<file path="src/rtl/mult_arb_pkg.sv">
// -----------------------------------------------------------------------------
// mult_arb_pkg
//   Shared types and helpers for the multiplier-sharing arbiter.
//   - tag_t   : requester tag carried alongside an operation in flight.
//   - rr_pick : round-robin pick of the first set request at or after a
//               pointer, wrapping inside the first k positions.
//   Tag ids are sized for the largest supported requester count (16) so the
//   same type serves every instance of the arbiter.
// -----------------------------------------------------------------------------
package mult_arb_pkg;

   localparam int MAX_K    = 16;
   localparam int TAG_ID_W = 4;

   typedef struct packed {
      logic                valid;
      logic [TAG_ID_W-1:0] id;
   } tag_t;

   localparam tag_t TAG_IDLE = '{valid: 1'b0, id: '0};

   // Returns a one-hot vector selecting the requester with the smallest
   // circular distance from ptr among the set bits of req[k-1:0].
   function automatic logic [MAX_K-1:0] rr_pick(
      input logic [MAX_K-1:0]    req,
      input logic [TAG_ID_W-1:0] ptr,
      input int unsigned         k
   );
      logic [MAX_K-1:0] gnt;
      int               p;
      int               d;
      int               best_d;
      int               best_i;
      gnt    = '0;
      p      = int'(ptr);
      best_d = int'(k);
      best_i = 0;
      for (int i = 0; i < MAX_K; i++) begin
         if ((i < int'(k)) && req[i]) begin
            d = (i >= p) ? (i - p) : (i + int'(k) - p);
            if (d < best_d) begin
               best_d = d;
               best_i = i;
            end
         end
      end
      for (int i = 0; i < MAX_K; i++) begin
         gnt[i] = (best_d < int'(k)) && (i == best_i);
      end
      return gnt;
   endfunction

endpackage

</file>
<file path="src/rtl/mult_arb_tagpipe.sv">
// -----------------------------------------------------------------------------
// mult_arb_tagpipe
//   LAT-deep shift register of requester tags running in lock-step with the
//   external multiplier pipeline. Every stage shifts every cycle; the last
//   stage lines up with the multiplier's result-valid strobe.
//
//   Ports:
//     CLOCK   in   clock, rising edge
//     RESET   in   asynchronous, active-low reset
//     i_tag   in   tag entering stage 0 (valid only on a grant)
//     o_tag   out  tag in the last stage (stage LAT-1)
//     o_busy  out  any stage holds a valid tag
// -----------------------------------------------------------------------------
module mult_arb_tagpipe
   import mult_arb_pkg::*;
#(
   parameter int LAT = 10
)(
   input  logic CLOCK,
   input  logic RESET,
   input  tag_t i_tag,
   output tag_t o_tag,
   output logic o_busy
);

   tag_t r_stage [LAT];

   // NOTE: every stage is reset, not just the data path: a stale valid bit
   // surviving reset would later be delivered as a phantom result.
   always_ff @(posedge CLOCK or negedge RESET) begin
      if (!RESET) begin
         for (int j = 0; j < LAT; j++) begin
            r_stage[j] <= TAG_IDLE;
         end
      end else begin
         r_stage[0] <= i_tag;
         for (int j = 1; j < LAT; j++) begin
            r_stage[j] <= r_stage[j-1];
         end
      end
   end

   assign o_tag = r_stage[LAT-1];

   always_comb begin
      o_busy = 1'b0;
      for (int j = 0; j < LAT; j++) begin
         o_busy = o_busy | r_stage[j].valid;
      end
   end

endmodule

</file>
<file path="src/rtl/mult_share_arbiter.sv">
// -----------------------------------------------------------------------------
// mult_share_arbiter
//   Shares one external pipelined signed multiplier among K requesters.
//   A round-robin arbiter issues one requester's operands per cycle; a tag
//   pipeline of the multiplier's depth remembers who issued each operation so
//   the product can be returned to that requester. Each requester may have at
//   most MAX_OUT operations in flight.
//
//   Ports:
//     CLOCK, RESET       clock (rising edge), async active-low reset
//     ENABLE             permits new grants; in-flight work always drains
//     REQ[K]             per-requester request, held until granted
//     A_IN, B_IN[K*N]    signed operands, requester i at bits [i*N +: N]
//     GNT[K]             combinational one-hot grant
//     MUL_START/A/B      registered issue strobe and operands to multiplier
//     MUL_S, MUL_END     product and result-valid from multiplier
//     RES_VALID[K]       one-cycle one-hot result pulse
//     RES_S[2N]          registered product, held between results
//     IDLE               nothing in flight and no issue this cycle
//     ERR                sticky: MUL_END disagreed with the tag pipeline
// -----------------------------------------------------------------------------
module mult_share_arbiter
   import mult_arb_pkg::*;
#(
   parameter int N       = 8,
   parameter int K       = 4,
   parameter int LAT     = N + 2,
   parameter int MAX_OUT = 4
)(
   input  logic             CLOCK,
   input  logic             RESET,
   input  logic             ENABLE,
   input  logic [K-1:0]     REQ,
   input  logic [K*N-1:0]   A_IN,
   input  logic [K*N-1:0]   B_IN,
   output logic [K-1:0]     GNT,
   output logic             MUL_START,
   output logic [N-1:0]     MUL_A,
   output logic [N-1:0]     MUL_B,
   input  logic [2*N-1:0]   MUL_S,
   input  logic             MUL_END,
   output logic [K-1:0]     RES_VALID,
   output logic [2*N-1:0]   RES_S,
   output logic             IDLE,
   output logic             ERR
);

   localparam int CNT_W = $clog2(MAX_OUT + 1);

   // ---------------------------------------------------------------- state
   logic [CNT_W-1:0]    r_cnt [K];
   logic [TAG_ID_W-1:0] r_ptr;
   logic                r_mul_start;
   logic [N-1:0]        r_mul_a;
   logic [N-1:0]        r_mul_b;
   logic [K-1:0]        r_res_valid;
   logic [2*N-1:0]      r_res_s;
   logic                r_err;

   // ---------------------------------------------------------------- wires
   logic [MAX_K-1:0]    w_elig;
   logic [MAX_K-1:0]    w_pick;
   logic                w_grant_ok;
   logic                w_gnt_any;
   logic [TAG_ID_W-1:0] w_gnt_id;
   logic [K-1:0]        w_gnt;
   logic [K-1:0]        w_inc;
   logic [N-1:0]        w_sel_a;
   logic [N-1:0]        w_sel_b;
   tag_t                w_tag_in;
   tag_t                w_tag_out;
   logic                w_tags_busy;
   logic                w_deliver;
   logic                w_misalign;
   logic [K-1:0]        w_res_onehot;

   // ------------------------------------------------------------ arbitration
   // NOTE: every always_comb output gets a default before any conditional
   // assignment so no path leaves it unassigned (which would infer a latch).
   always_comb begin
      w_elig = '0;
      for (int i = 0; i < K; i++) begin
         w_elig[i] = REQ[i] && (r_cnt[i] < CNT_W'(MAX_OUT));
      end
   end

   assign w_pick = rr_pick(w_elig, r_ptr, K);

   // Grants are suppressed while RESET is asserted so GNT reads 0 in reset.
   assign w_grant_ok = ENABLE & RESET;

   always_comb begin
      w_gnt_any = 1'b0;
      w_gnt_id  = '0;
      for (int i = 0; i < MAX_K; i++) begin
         if (w_pick[i] && w_grant_ok) begin
            w_gnt_any = 1'b1;
            w_gnt_id  = TAG_ID_W'(i);
         end
      end
   end

   assign w_gnt = w_grant_ok ? w_pick[K-1:0] : '0;
   assign GNT   = w_gnt;
   assign w_inc = w_gnt & REQ;

   always_comb begin
      w_sel_a = '0;
      w_sel_b = '0;
      for (int i = 0; i < K; i++) begin
         if (w_gnt[i]) begin
            w_sel_a = A_IN[i*N +: N];
            w_sel_b = B_IN[i*N +: N];
         end
      end
   end

   // ------------------------------------------------------------ issue stage
   // NOTE: sequential state uses non-blocking assignments so every flop
   // samples pre-edge values regardless of block ordering.
   always_ff @(posedge CLOCK or negedge RESET) begin
      if (!RESET) begin
         r_ptr       <= '0;
         r_mul_start <= 1'b0;
         r_mul_a     <= '0;
         r_mul_b     <= '0;
      end else if (w_gnt_any) begin
         r_ptr       <= (w_gnt_id == TAG_ID_W'(K - 1)) ? '0 : w_gnt_id + 1'b1;
         r_mul_start <= 1'b1;
         r_mul_a     <= w_sel_a;
         r_mul_b     <= w_sel_b;
      end else begin
         r_mul_start <= 1'b0;
         r_mul_a     <= '0;
         r_mul_b     <= '0;
      end
   end

   assign MUL_START = r_mul_start;
   assign MUL_A     = r_mul_a;
   assign MUL_B     = r_mul_b;

   // ------------------------------------------------------------ tag pipeline
   assign w_tag_in = '{valid: w_gnt_any, id: w_gnt_id};

   mult_arb_tagpipe #(
      .LAT    (LAT)
   ) u_tagpipe (
      .CLOCK  (CLOCK),
      .RESET  (RESET),
      .i_tag  (w_tag_in),
      .o_tag  (w_tag_out),
      .o_busy (w_tags_busy)
   );

   // ------------------------------------------------------------ result return
   // A result is accepted only when the multiplier and the tag pipeline agree;
   // any disagreement is an alignment fault and delivers nothing.
   assign w_deliver  = MUL_END & w_tag_out.valid;
   assign w_misalign = MUL_END ^ w_tag_out.valid;

   always_comb begin
      w_res_onehot = '0;
      for (int i = 0; i < K; i++) begin
         w_res_onehot[i] = w_deliver && (w_tag_out.id == TAG_ID_W'(i));
      end
   end

   always_ff @(posedge CLOCK or negedge RESET) begin
      if (!RESET) begin
         r_res_valid <= '0;
         r_res_s     <= '0;
         r_err       <= 1'b0;
      end else begin
         r_res_valid <= w_res_onehot;
         if (w_deliver) begin
            r_res_s <= MUL_S;
         end
         r_err <= r_err | w_misalign;
      end
   end

   assign RES_VALID = r_res_valid;
   assign RES_S     = r_res_s;
   assign ERR       = r_err;

   // ------------------------------------------------------------ outstanding
   // A grant and a return for the same requester in one cycle cancel out.
   always_ff @(posedge CLOCK or negedge RESET) begin
      if (!RESET) begin
         for (int i = 0; i < K; i++) begin
            r_cnt[i] <= '0;
         end
      end else begin
         for (int i = 0; i < K; i++) begin
            case ({w_inc[i], w_res_onehot[i]})
               2'b10:   r_cnt[i] <= r_cnt[i] + 1'b1;
               2'b01:   r_cnt[i] <= r_cnt[i] - 1'b1;
               default: r_cnt[i] <= r_cnt[i];
            endcase
         end
      end
   end

   // Stage 0 of the tag pipeline mirrors MUL_START, so the busy flag alone
   // already covers the issue cycle; MUL_START is kept for clarity.
   assign IDLE = ~r_mul_start & ~w_tags_busy;

endmodule

</file>
<file path="config.mk">
export PLATFORM = sky130hd
export DESIGN_NAME = mult_share_arbiter
export DESIGN_NICKNAME = d
export VERILOG_FILES = /design/src/rtl/mult_arb_pkg.sv /design/src/rtl/mult_arb_tagpipe.sv /design/src/rtl/mult_share_arbiter.sv
export SDC_FILE = /design/constraint.sdc
export NUM_CORES = 1
export LEC_CHECK = 0
export CAP_MARGIN = 20
export CORE_UTILIZATION = 46
export CTS_CLUSTER_SIZE = 16
export DETAILED_ROUTE_END_ITERATION = 16
export PLACE_DENSITY = 0.92
export SKIP_CTS_REPAIR_TIMING = 1
export SLEW_MARGIN = 20
export SYNTH_ARGS = -nofsm -noshare
export SYNTH_HDL_FRONTEND = slang
export SYNTH_SLANG_ARGS = --single-unit
</file>
<file path="constraint.sdc">
create_clock -name CLOCK -period 9.7 [get_ports CLOCK]
set_clock_uncertainty 0.15 [all_clocks]
set_input_delay 2.425 -clock CLOCK [delete_from_list [all_inputs] [get_ports CLOCK]]
set_output_delay 2.425 -clock CLOCK [all_outputs]
set_load 0.02 [all_outputs]
</file>
==> flow_summary.toml <==
[global_routing]
grt-ovfl-total = 0
grt_pass1_wl_um = 16200
grt_max_degree = 83
grt_use_total = 0.238
grt_pass1_vias = 3363
antenna_found_initial = 0

[synth]
yosysTopAreaCell = "dfrtp_1"
ys_seq_elements = 81
async_flop_share = 1.00
synth_ff_type = "dfrtp_1"
ys.warnings.count = 0
syn_inst = 330
synth_edf_count = 0
syn_area_per_cell_um2 = 12.2
ys_types = 56
synth_area_leaders = "dfrtp_1, ha_1, mux2_2"
synth_area_um2 = 4020
seq_area_frac_synth = 0.505
netlist.area_leader.share = 0.505

[sta]
tightest_slew_ps = 1080
rsz0062_at_grt = "yes"
finalHoldWorstSlack_ps = 202
min_period_ps = 9500
fin_crit_sh = 0.979
setup_viol_count_final = 0
relSlewSlack = 0.279
max_freq_ghz = 0.105
final_max_slew_viol_count = 0
hold_violations = 0

[clocking]
cts.clk_slew.worst_paths_ps = 90
insertion_delay_ps = 350
cts_tree = "done"
h-tree-depth = 3
cts_made_buffers = 9
cts.path.max_buffers = 2
ctsRootBufferMaster = "clkbuf_8"
cts.sinks = 81

[detailed_routing]
dr.first_iter.drc_count = 145
wl_per_cell_um = 16.6
routed_wl_um = 9950
num_vias = 3165
drc = 0
via_per_inst = 5.27
ant_nets = 0
drt_pass1_iterations = 4

[cells_and_area]
antenna_cells = 0
syn2layout_area_growth_pct = 45.7
drive_above_1_share = 0.171
final_util = 0.702
fin_nets = 608
n_fill_cell = 585

[floorplanning]
die-area_um2 = 9110
ioPinCount = 131
rows = 33
design.core.area_um2 = 8340
die_w_um = 95.4
chipHeight_um = 95.4
start_util = 0.482

[critical_path]
cpMaxStageDelayCell = "clkdlybuf4s50_1"
cp.required_ps = 7130
crit_type = "primary input to output port"
worst_setup_path_start_kind = "primary input"
crit_arrival_ps = 6920
crit_path_end_kind = "output port"
cpMostUsedCell = "ha_1"
crit_chain = "clkdlybuf4s50_1, buf_4, nor2b_2, nand2_1, ha_1, o211ai_1, o21bai_2, a21oi_2, mux2_2, ha_1, a21boi_0, a2111oi_2, a211oi_2, nand2_1, o21ai_0, ha_1, inv_1, a31oi_1, a22oi_1, o21a_1, a2111oi_4, and2_4, clkbuf_2"
r2r_slack_ps = 2900
reg2reg_depth = 31
max_stage_delay_ps = 480
reg2reg_from = "r_ptr[0]"
crit_fanout = 4
reg2reg_to = "r_cnt[2]"

[power_and_ir_drop]
vdd_ir_drop_max_v = 0.000126
power_leakage_nw = 2.68
p_per_area_nw_per_um2 = 246

[hold_path]
hp-class = "flop to flop"
hold_start = "u_tagpipe.r_stage[35]"
whs_path_depth = 0
holdPathEnd = "u_tagpipe.r_stage[30]"

[place]
dp_hpwl_um = 7240
portBuffers = 130
place.gp.congestion = 0.828

[job]
drv_cap = 0

[status]
status = "finished clean"
[cells by family (layout without fill, tap and decap cells)]
logic type / Yosys count / after routing / share of synthesized area
DFF: 81 / 81 / 0.505
and+or+nand+nor: 78 / 78 / 0.116
AOI/OAI and AO/OA: 60 / 60 / 0.122
muxes: 37 / 37 / 0.0984
buffers and inverters: 31 / 191 / 0.0327
adders and majority gates: 29 / 29 / 0.0978
xor gates and xnor gates: 12 / 12 / 0.0262
other: 2 / 8 / 0.00187
[critical path: cells and delay by family]
kind,cells,cell delay (ps)
fa+ha+maj,3,860
buf+inv,4,820
mux,1,360
simple gates,4,510
compound gates,11,1950
[cell usage after synthesis (2+ instances only)]
cell type	instances
o2111a_1	10
nand3_1	2
o22ai_1	12
mux2i_1	17
nand2_1	20
fa_1	4
or2_0	9
o21ai_0	10
ha_1	25
mux2_2	20
a211oi_1	2
a21boi_0	2
and2_1	6
dfrtp_1	81
nand2b_1	5
or4_1	4
nand4bb_1	2
xor2_1	5
inv_1	19
a32o_1	6
or2_2	3
nor3b_1	2
or3b_2	2
clkbuf_1	4
conb_1	2
xnor2_1	7
a21oi_1	4
buf_2	6
nor2b_1	2
nor2_1	11
[power breakdown]
part,internal (W),switching (W),total [W]
sequential,0.000427,0.0000587,0.000486
clock,0.000150,0.000133,0.000283
combinational,0.000335,0.000337,0.000672
[worst max-delay path by stage]
stage / to / slack [ps] / startpoint / depth (start not counted)
after floorplan: GNT[2] / 320 / REQ[0] / 21
after global placement: GNT[0] / -320 / REQ[0] / 22
after detailed placement: GNT[0] / -460 / REQ[0] / 22
after CTS: GNT[0] / -490 / REQ[0] / 22
after global routing: GNT[0] / -40 / REQ[0] / 23
final: GNT[0] / 200 / REQ[0] / 23
[sequential cells by signal, indices dropped and copies added, names as in the netlist]
register and count:
MUL_START 1, RES_VALID 4, MUL_A 8, u_tagpipe.o_tag 3
ERR 1, r_cnt 12, MUL_B 8, RES_S 16
r_ptr 2, u_tagpipe.r_stage 26
[layout by cell type, fill, tap and decap left out, drive strengths merged, types with 6 or more instances in the layout]
cell             n
o22ai           12
or2             12
ha              25
nor2            11
nand2           20
o2111a          10
inv             24
a32o             6
mux2i           17
xnor2            7
dfrtp           81
and2             7
clkdlybuf4s50  125
clkbuf          11
conb             8
buf             28
mux2            20
o21ai           10
[metrics by stage]
stage                     std cells  TNS, ps  instance area, um^2  power (W)  setup slack, ps
after detailed placement        585    -1200                 5600    0.00115             -455
after floorplan                 336        0                 4040   0.000865              318
after CTS                       601    -1280                 5830    0.00144             -485
after global placement          585     -803                 5600    0.00112             -321
final                           601        0                 5850    0.00144              205
after global routing            601    -35.7                 5850    0.00154            -35.7
[cell type report]
type                    instances  area [um^2]  area share
clock inverters                 7          106      0.0182
clock buffers                   9          124      0.0212
repair buffers                156         1490       0.254
flip-flops and latches         81         2030       0.346
multi-input cells             224         1910       0.326
inverters                      19         71.3      0.0122
well taps                     105          131      0.0224
[metal layers]
layer | global-route usage | wire, um
met1 | 0.294 | 4150
met2 | 0.404 | 4910
met3 | 0.0550 | 657
met4 | 0.0933 | 233
met5 | 0 | 0
(Power assumes the default switching activity.)
